## src/rtl/csa_pkg.sv

```systemverilog
// Shared constants and helpers for the pipelined carry-select adder.
// CSA_SAT_EN selects saturating results in csa_pipe_adder.
package csa_pkg;

  localparam int CSA_WIDTH  = 32;
  localparam int CSA_GROUP  = 4;
  localparam int CSA_STAGES = 2;
  localparam int CSA_MAXW   = 256;

  function automatic int csa_ngrp(
    input int w,
    input int g
  );
    return w / g;
  endfunction

  function automatic int csa_gps(
    input int w,
    input int g,
    input int s
  );
    return csa_ngrp(w, g) / s;
  endfunction

  function automatic logic csa_ovf(
    input logic a_msb,
    input logic b_msb,
    input logic s_msb
  );
    return (a_msb == b_msb) && (s_msb != a_msb);
  endfunction

  function automatic logic [CSA_MAXW-1:0] csa_sat_max(
    input int w
  );
    logic [CSA_MAXW-1:0] m;
    m = '0;
    for (int i = 0; i < CSA_MAXW; i++) begin
      if (i < w - 1) m[i] = 1'b1;
    end
    return m;
  endfunction

  function automatic logic [CSA_MAXW-1:0] csa_sat_min(
    input int w
  );
    logic [CSA_MAXW-1:0] m;
    m = '0;
    for (int i = 0; i < CSA_MAXW; i++) begin
      if (i == w - 1) m[i] = 1'b1;
    end
    return m;
  endfunction

endpackage

```

## src/rtl/csa_pipe_adder_group.sv

```systemverilog
// One carry-select group: two ripple sums (carry 0 and 1) and a select.
// Used by csa_pipe_adder; behaviour is independent of CSA_SAT_EN.
module csa_group #(
  parameter int GROUP = 4
) (
  input  logic [GROUP-1:0] a_i,
  input  logic [GROUP-1:0] b_i,
  input  logic             c_i,
  output logic [GROUP-1:0] s_o,
  output logic             c_o
);

  logic [GROUP-1:0] s0;
  logic [GROUP-1:0] s1;
  logic             k0;
  logic             k1;

  always_comb begin
    s0 = '0;
    s1 = '0;
    k0 = 1'b0;
    k1 = 1'b1;
    for (int i = 0; i < GROUP; i++) begin
      s0[i] = a_i[i] ^ b_i[i] ^ k0;
      k0    = (a_i[i] & b_i[i]) |
              (k0 & (a_i[i] ^ b_i[i]));
      s1[i] = a_i[i] ^ b_i[i] ^ k1;
      k1    = (a_i[i] & b_i[i]) |
              (k1 & (a_i[i] ^ b_i[i]));
    end
  end

  assign s_o = c_i ? s1 : s0;
  assign c_o = c_i ? k1 : k0;

endmodule

```

## src/rtl/csa_pipe_adder.sv

```systemverilog
// Pipelined carry-select adder with valid/ready flow control.
// Define CSA_SAT_EN for saturating signed results.
module csa_pipe_adder
  import csa_pkg::*;
#(
  parameter int WIDTH  = CSA_WIDTH,
  parameter int GROUP  = CSA_GROUP,
  parameter int STAGES = CSA_STAGES
) (
  input  logic             clk,
  input  logic             rst_n,
  input  logic             in_valid,
  output logic             in_ready,
  input  logic [WIDTH-1:0] a,
  input  logic [WIDTH-1:0] b,
  input  logic             cin,
  output logic             out_valid,
  input  logic             out_ready,
  output logic [WIDTH-1:0] sum,
  output logic             cout,
  output logic             ovf
);

  localparam int GPS  = csa_gps(WIDTH, GROUP, STAGES);
  localparam int SL   = GPS * GROUP;
  localparam int LAST = STAGES - 1;

  logic [STAGES-1:0]            valid_q;
  logic [STAGES-1:0]            en;
  logic [STAGES-1:0]            src_v;
  logic [STAGES-1:0]            src_c;
  logic [STAGES-1:0]            c_d;
  logic [STAGES-1:0]            c_q;
  logic [STAGES-1:0][WIDTH-1:0] src_a;
  logic [STAGES-1:0][WIDTH-1:0] src_b;
  logic [STAGES-1:0][WIDTH-1:0] a_q;
  logic [STAGES-1:0][WIDTH-1:0] b_q;
  logic [STAGES-1:0][WIDTH-1:0] sum_d;
  logic [STAGES-1:0][WIDTH-1:0] sum_q;
  logic [WIDTH-1:0]             fin_d;
  logic                         ovf_d;
  logic                         ovf_q;

  generate
    for (genvar k = 0; k < STAGES; k++) begin : g_stage
      logic [SL-1:0] gs;

      // A stage can load if any stage at or after it holds a bubble
      assign en[k] = out_ready | ~(&valid_q[LAST:k]);

      if (k == 0) begin : g_head
        assign src_v[k] = in_valid;
        assign src_a[k] = a;
        assign src_b[k] = b;
        assign src_c[k] = cin;
      end else begin : g_link
        assign src_v[k] = valid_q[k-1];
        assign src_a[k] = a_q[k-1];
        assign src_b[k] = b_q[k-1];
        assign src_c[k] = c_q[k-1];
        assign sum_d[k][k*SL-1:0] =
          sum_q[k-1][k*SL-1:0];
      end

      if (k < LAST) begin : g_pad
        assign sum_d[k][WIDTH-1:(k+1)*SL] = '0;
      end

      for (genvar g = 0; g < GPS; g++) begin : g_grp
        localparam int LO = k * SL + g * GROUP;
        logic ci;
        logic co;

        if (g == 0) begin : g_c0
          assign ci = src_c[k];
        end else begin : g_cn
          assign ci = g_grp[g-1].co;
        end

        csa_group #(
          .GROUP(GROUP)
        ) u_grp (
          .a_i(src_a[k][LO +: GROUP]),
          .b_i(src_b[k][LO +: GROUP]),
          .c_i(ci),
          .s_o(gs[g*GROUP +: GROUP]),
          .c_o(co)
        );
      end

      assign sum_d[k][k*SL +: SL] = gs;
      assign c_d[k] = g_grp[GPS-1].co;
    end
  endgenerate

  assign ovf_d = csa_ovf(src_a[LAST][WIDTH-1],
                         src_b[LAST][WIDTH-1],
                         sum_d[LAST][WIDTH-1]);

`ifdef CSA_SAT_EN
  localparam logic [CSA_MAXW-1:0] SMAX_W =
    csa_sat_max(WIDTH);
  localparam logic [CSA_MAXW-1:0] SMIN_W =
    csa_sat_min(WIDTH);
  localparam logic [WIDTH-1:0] SMAX =
    SMAX_W[WIDTH-1:0];
  localparam logic [WIDTH-1:0] SMIN =
    SMIN_W[WIDTH-1:0];

  always_comb begin
    fin_d = sum_d[LAST];
    if (ovf_d) begin
      fin_d = src_a[LAST][WIDTH-1] ? SMIN : SMAX;
    end
  end
`else
  assign fin_d = sum_d[LAST];
`endif

  always_ff @(posedge clk or negedge rst_n) begin
    if (!rst_n) begin
      valid_q <= '0;
      c_q     <= '0;
      a_q     <= '0;
      b_q     <= '0;
      sum_q   <= '0;
      ovf_q   <= 1'b0;
    end else begin
      for (int k = 0; k < STAGES; k++) begin
        if (en[k]) begin
          valid_q[k] <= src_v[k];
          if (src_v[k]) begin
            a_q[k]   <= src_a[k];
            b_q[k]   <= src_b[k];
            c_q[k]   <= c_d[k];
            sum_q[k] <= (k == LAST) ? fin_d
                                    : sum_d[k];
          end
        end
      end
      if (en[LAST] && src_v[LAST]) begin
        ovf_q <= ovf_d;
      end
    end
  end

  assign in_ready  = en[0];
  assign out_valid = valid_q[LAST];
  assign sum       = sum_q[LAST];
  assign cout      = c_q[LAST];
  assign ovf       = ovf_q;

  // Already-resolved operand bits and unresolved sum bits go nowhere
  logic unused_bits;
  assign unused_bits = ^{a_q, b_q, src_a, src_b, sum_q};

endmodule

```

## config.mk

```make
export PLATFORM = sky130hd
export DESIGN_NAME = csa_pipe_adder
export DESIGN_NICKNAME = d
export VERILOG_FILES = /design/src/rtl/csa_pkg.sv /design/src/rtl/csa_pipe_adder_group.sv /design/src/rtl/csa_pipe_adder.sv
export SDC_FILE = /design/constraint.sdc
export NUM_CORES = 1
export LEC_CHECK = 0
export CAP_MARGIN = 20
export CORE_UTILIZATION = 45
export CTS_BUF_LIST = sky130_fd_sc_hd__clkbuf_8 sky130_fd_sc_hd__clkbuf_16
export CTS_CLUSTER_DIAMETER = 30
export DETAILED_ROUTE_END_ITERATION = 16
export GPL_TIMING_DRIVEN = 0
export PLACE_DENSITY = 0.74
export SYNTH_ARGS = -nofsm -noshare
export SYNTH_HDL_FRONTEND = slang
export SYNTH_SLANG_ARGS = --single-unit
```

## constraint.sdc

```tcl
create_clock -name clk -period 12.3 [get_ports clk]
set_input_delay 3.69 -clock clk [delete_from_list [all_inputs] [get_ports clk]]
set_output_delay 3.69 -clock clk [all_outputs]
set_load 0.05 [all_outputs]
```

==> results.md <==
* Syn nets at 410
* Nets at 526
* Num CTS Buffers at 9
* Final slew viol count at 0
* DRT iter0 DRCs at 26
* ANT cells at 0
* FMAX at 108 MHz
* Layout cell share with drive strength beyond 1 at 0.238
* VDD IR max at 0.0812 mV
* Routability congestion estimate from global placement at 0.707
* Vias per Instance at 4.60
* Routed WL at 7530 um
* Placed inst area at 5540 um^2
* H-tree level count at 3
* Design area at 5730 um^2
* Core box area at 9240 um^2
* Top Family by Delay on Critical Path: adder cells
* Max incr delay on CP at 0.43 ns
* Post-synth cell types at 22
* Clock latency at the later pin of the worst-skew pair at 0.34 ns
* CTS tree: done
* Via count at 2532
* FF-to-FF path depth at 27
* Drc violations at 0
* Sink of the worst hold path: fin_d[2]
* Synth Instances at 300
* Clock Path Buffers at 2
* Syn avg cell area at 14.4 um^2
* Slowest CP cell: fa_1
* Most common cell after layout, fill and taps aside: clkdlybuf4s50_1
* Period utilisation layout at 0.756
* Placed instance count at 534
* Worst setup SP type: input pin
* Synth Warn # at 0
* Kind of critical path: in -> reg
* Post-CTS Setup Bufs at 0
* Tmin final at 9.30 ns
* Endpoints failing setup at 0
* Commonest cells after routing, fill and taps aside: 103 x clkdlybuf4s50_1, 85 x dfrtp_1, 55 x mux2_2
* Hold-fix buffers, CTS at 0
* Die height at 99.9 um
* Worst Hold Class: reg -> reg
* CP Capture Type: flip-flop
* Clk root buf: clkbuf_8
* R2r setup slk at 6.25 ns
* Worst Clk Skew at 0.0111 ns
* First-pass GRT wire length at 12900 um
* Post-CTS sizing at 0
* Reg2reg start: a_q[16]
* Clock-pin slew on the worst setup and hold paths at 0.08 ns
* Buf+Inv Stages, Crit Path at 5
* Crit path max fanout at 3
* Max-cap viol count at 0
* GRT Residual Overflow at 0
* Critical path arrival at 9.56 ns
* Initial antenna violation count at 0
* Clk sinks at 85
* Overall die area at 9970 um^2
* Final Power at 1.10 mW
* Largest net degree at the start of global routing at 65
* Outcome: complete, no violations
* Setup TNS at 0 ns
* Starting Density at 0.466
* IO Pins at 105
* Rel. slew slack at 0.639
* Non-filler instance count after layout at 550
* Gr usage total at 0.169
* FILL cells at 756
* Reg-to-reg endpoint: ovf
* 1st-pass router iterations at 4
* Worst slew pin tran at 0.540 ns
* Layout area overhead at 32.8%
* Synth Cell Area at 4310 um^2
* Yosys reg bits at 85
* Hold path depth at 1
* Most used cell, CP: fa_1
* Final Core Density at 0.620
* Min-delay src: fin_d[2]
* Register area share after synthesis at 0.493
* Routed wire length per instance at 13.7 um
* Die X at 99.9 um
* Worst path required time at 12.56 ns
* Pwr dens at 192 nW/um^2
* Hold Vio Cnt, Final at 0
* Post-route antenna net violation count at 0
* IO buf count at 104
* Vias in the first global route at 2751
* Static leakage at 2.66 nW
* Post-detail-place hpwl at 5760 um
* Rows at 35
* RSZ-0062 raised after global routing: no
## worst max path at each step
stage                     start        end  cells after the start
final                      a[0]  fin_d[15]                     25
after global routing       b[0]  fin_d[15]                     25
after CTS                  a[0]  fin_d[15]                     25
after detailed placement   a[0]  fin_d[15]                     25
after global placement     a[0]  fin_d[15]                     25
after floorplan            a[0]  fin_d[15]                     24
## routing by layer
layer / GRT usage / vias to the layer above / routed length, um
met5: 0 / - / 0
met4: 0.0271 / 0 / 31
met3: 0.0564 / 4 / 467
met2: 0.299 / 76 / 3870
met1: 0.204 / 1259 / 3170
li1: - / 1193 / -
## cell usage after synthesis
cell type  instances  area (um^2)
fa_1              24          480
mux2_4            17          255
a21oi_1            5         25.0
mux2i_1           11          110
nand2b_1           3         18.8
nor2_1             4         15.0
nand3_1            1         5.00
ha_1              17          213
xnor2_1            5         43.8
buf_12             3         60.1
nand3b_4           1         20.0
mux2_2            55          619
dfrtp_1           85         2130
nand2_4            1         11.3
xor2_1             4         35.0
nand2_1            2         7.51
nand2_2            1         6.26
buf_4              5         37.5
inv_1             52          195
o21ai_0            2         10.0
a31oi_1            1         6.26
o2bb2ai_1          1         8.76
## worst reg2reg max path, delay by kind of cell, from the launching register on
family,cells,cell delay (ns)
compound gates,5,0.63
xor+xnor,1,0.18
buf+inv,5,0.36
flops,1,0.41
simple gates,3,0.24
fa+ha+maj,13,4.15
## layout make-up
type | instances | area [um^2] | share of cell area
flip-flops and latches | 85 | 2130 | 0.372
multi-input cells | 155 | 1890 | 0.330
repair buffers | 105 | 1070 | 0.186
inverters | 52 | 195 | 0.0341
well taps | 129 | 161 | 0.0282
clock buffers | 11 | 151 | 0.0264
plain buffers | 8 | 97.6 | 0.0170
clock inverters | 5 | 36.3 | 0.00634
## report_power, final
part | leakage, nW | switching (mW) | internal (mW)
Clock | 0.0929 | 0.0964 | 0.0844
Combinational | 1.57 | 0.292 | 0.216
Sequential | 0.991 | 0.0482 | 0.363
## sequential cells by signal, indices dropped and copies added, names as in the netlist
| register | flops |
|---|---|
| fin_d | 16 |
| c_q | 2 |
| sum | 32 |
| ovf | 1 |
| b_q | 16 |
| valid_q | 2 |
| a_q | 16 |
## stage by stage
step	hold WS, ns	worst slack, ns
6_report	0.506	3.00
5_1_grt	0.519	2.73
4_1_cts	0.512	2.97
3_5_place_dp	0.493	2.60
3_3_place_gp	0.477	2.68
2_1_floorplan	0.475	3.36
## kinds of logic (layout without fill, tap and decap cells)
logic type,count (synthesis),in the layout,share of synthesized area
AO/OA/AOI/OAI,9,9,0.0116
XOR/XNOR,9,9,0.0183
adder cells (fa/ha/maj),41,41,0.161
buffers and inverters,60,181,0.0679
flip-flops,85,85,0.493
multiplexers,83,83,0.228
AND/OR/NAND/NOR,13,13,0.0194
(Power assumes the default switching activity.)
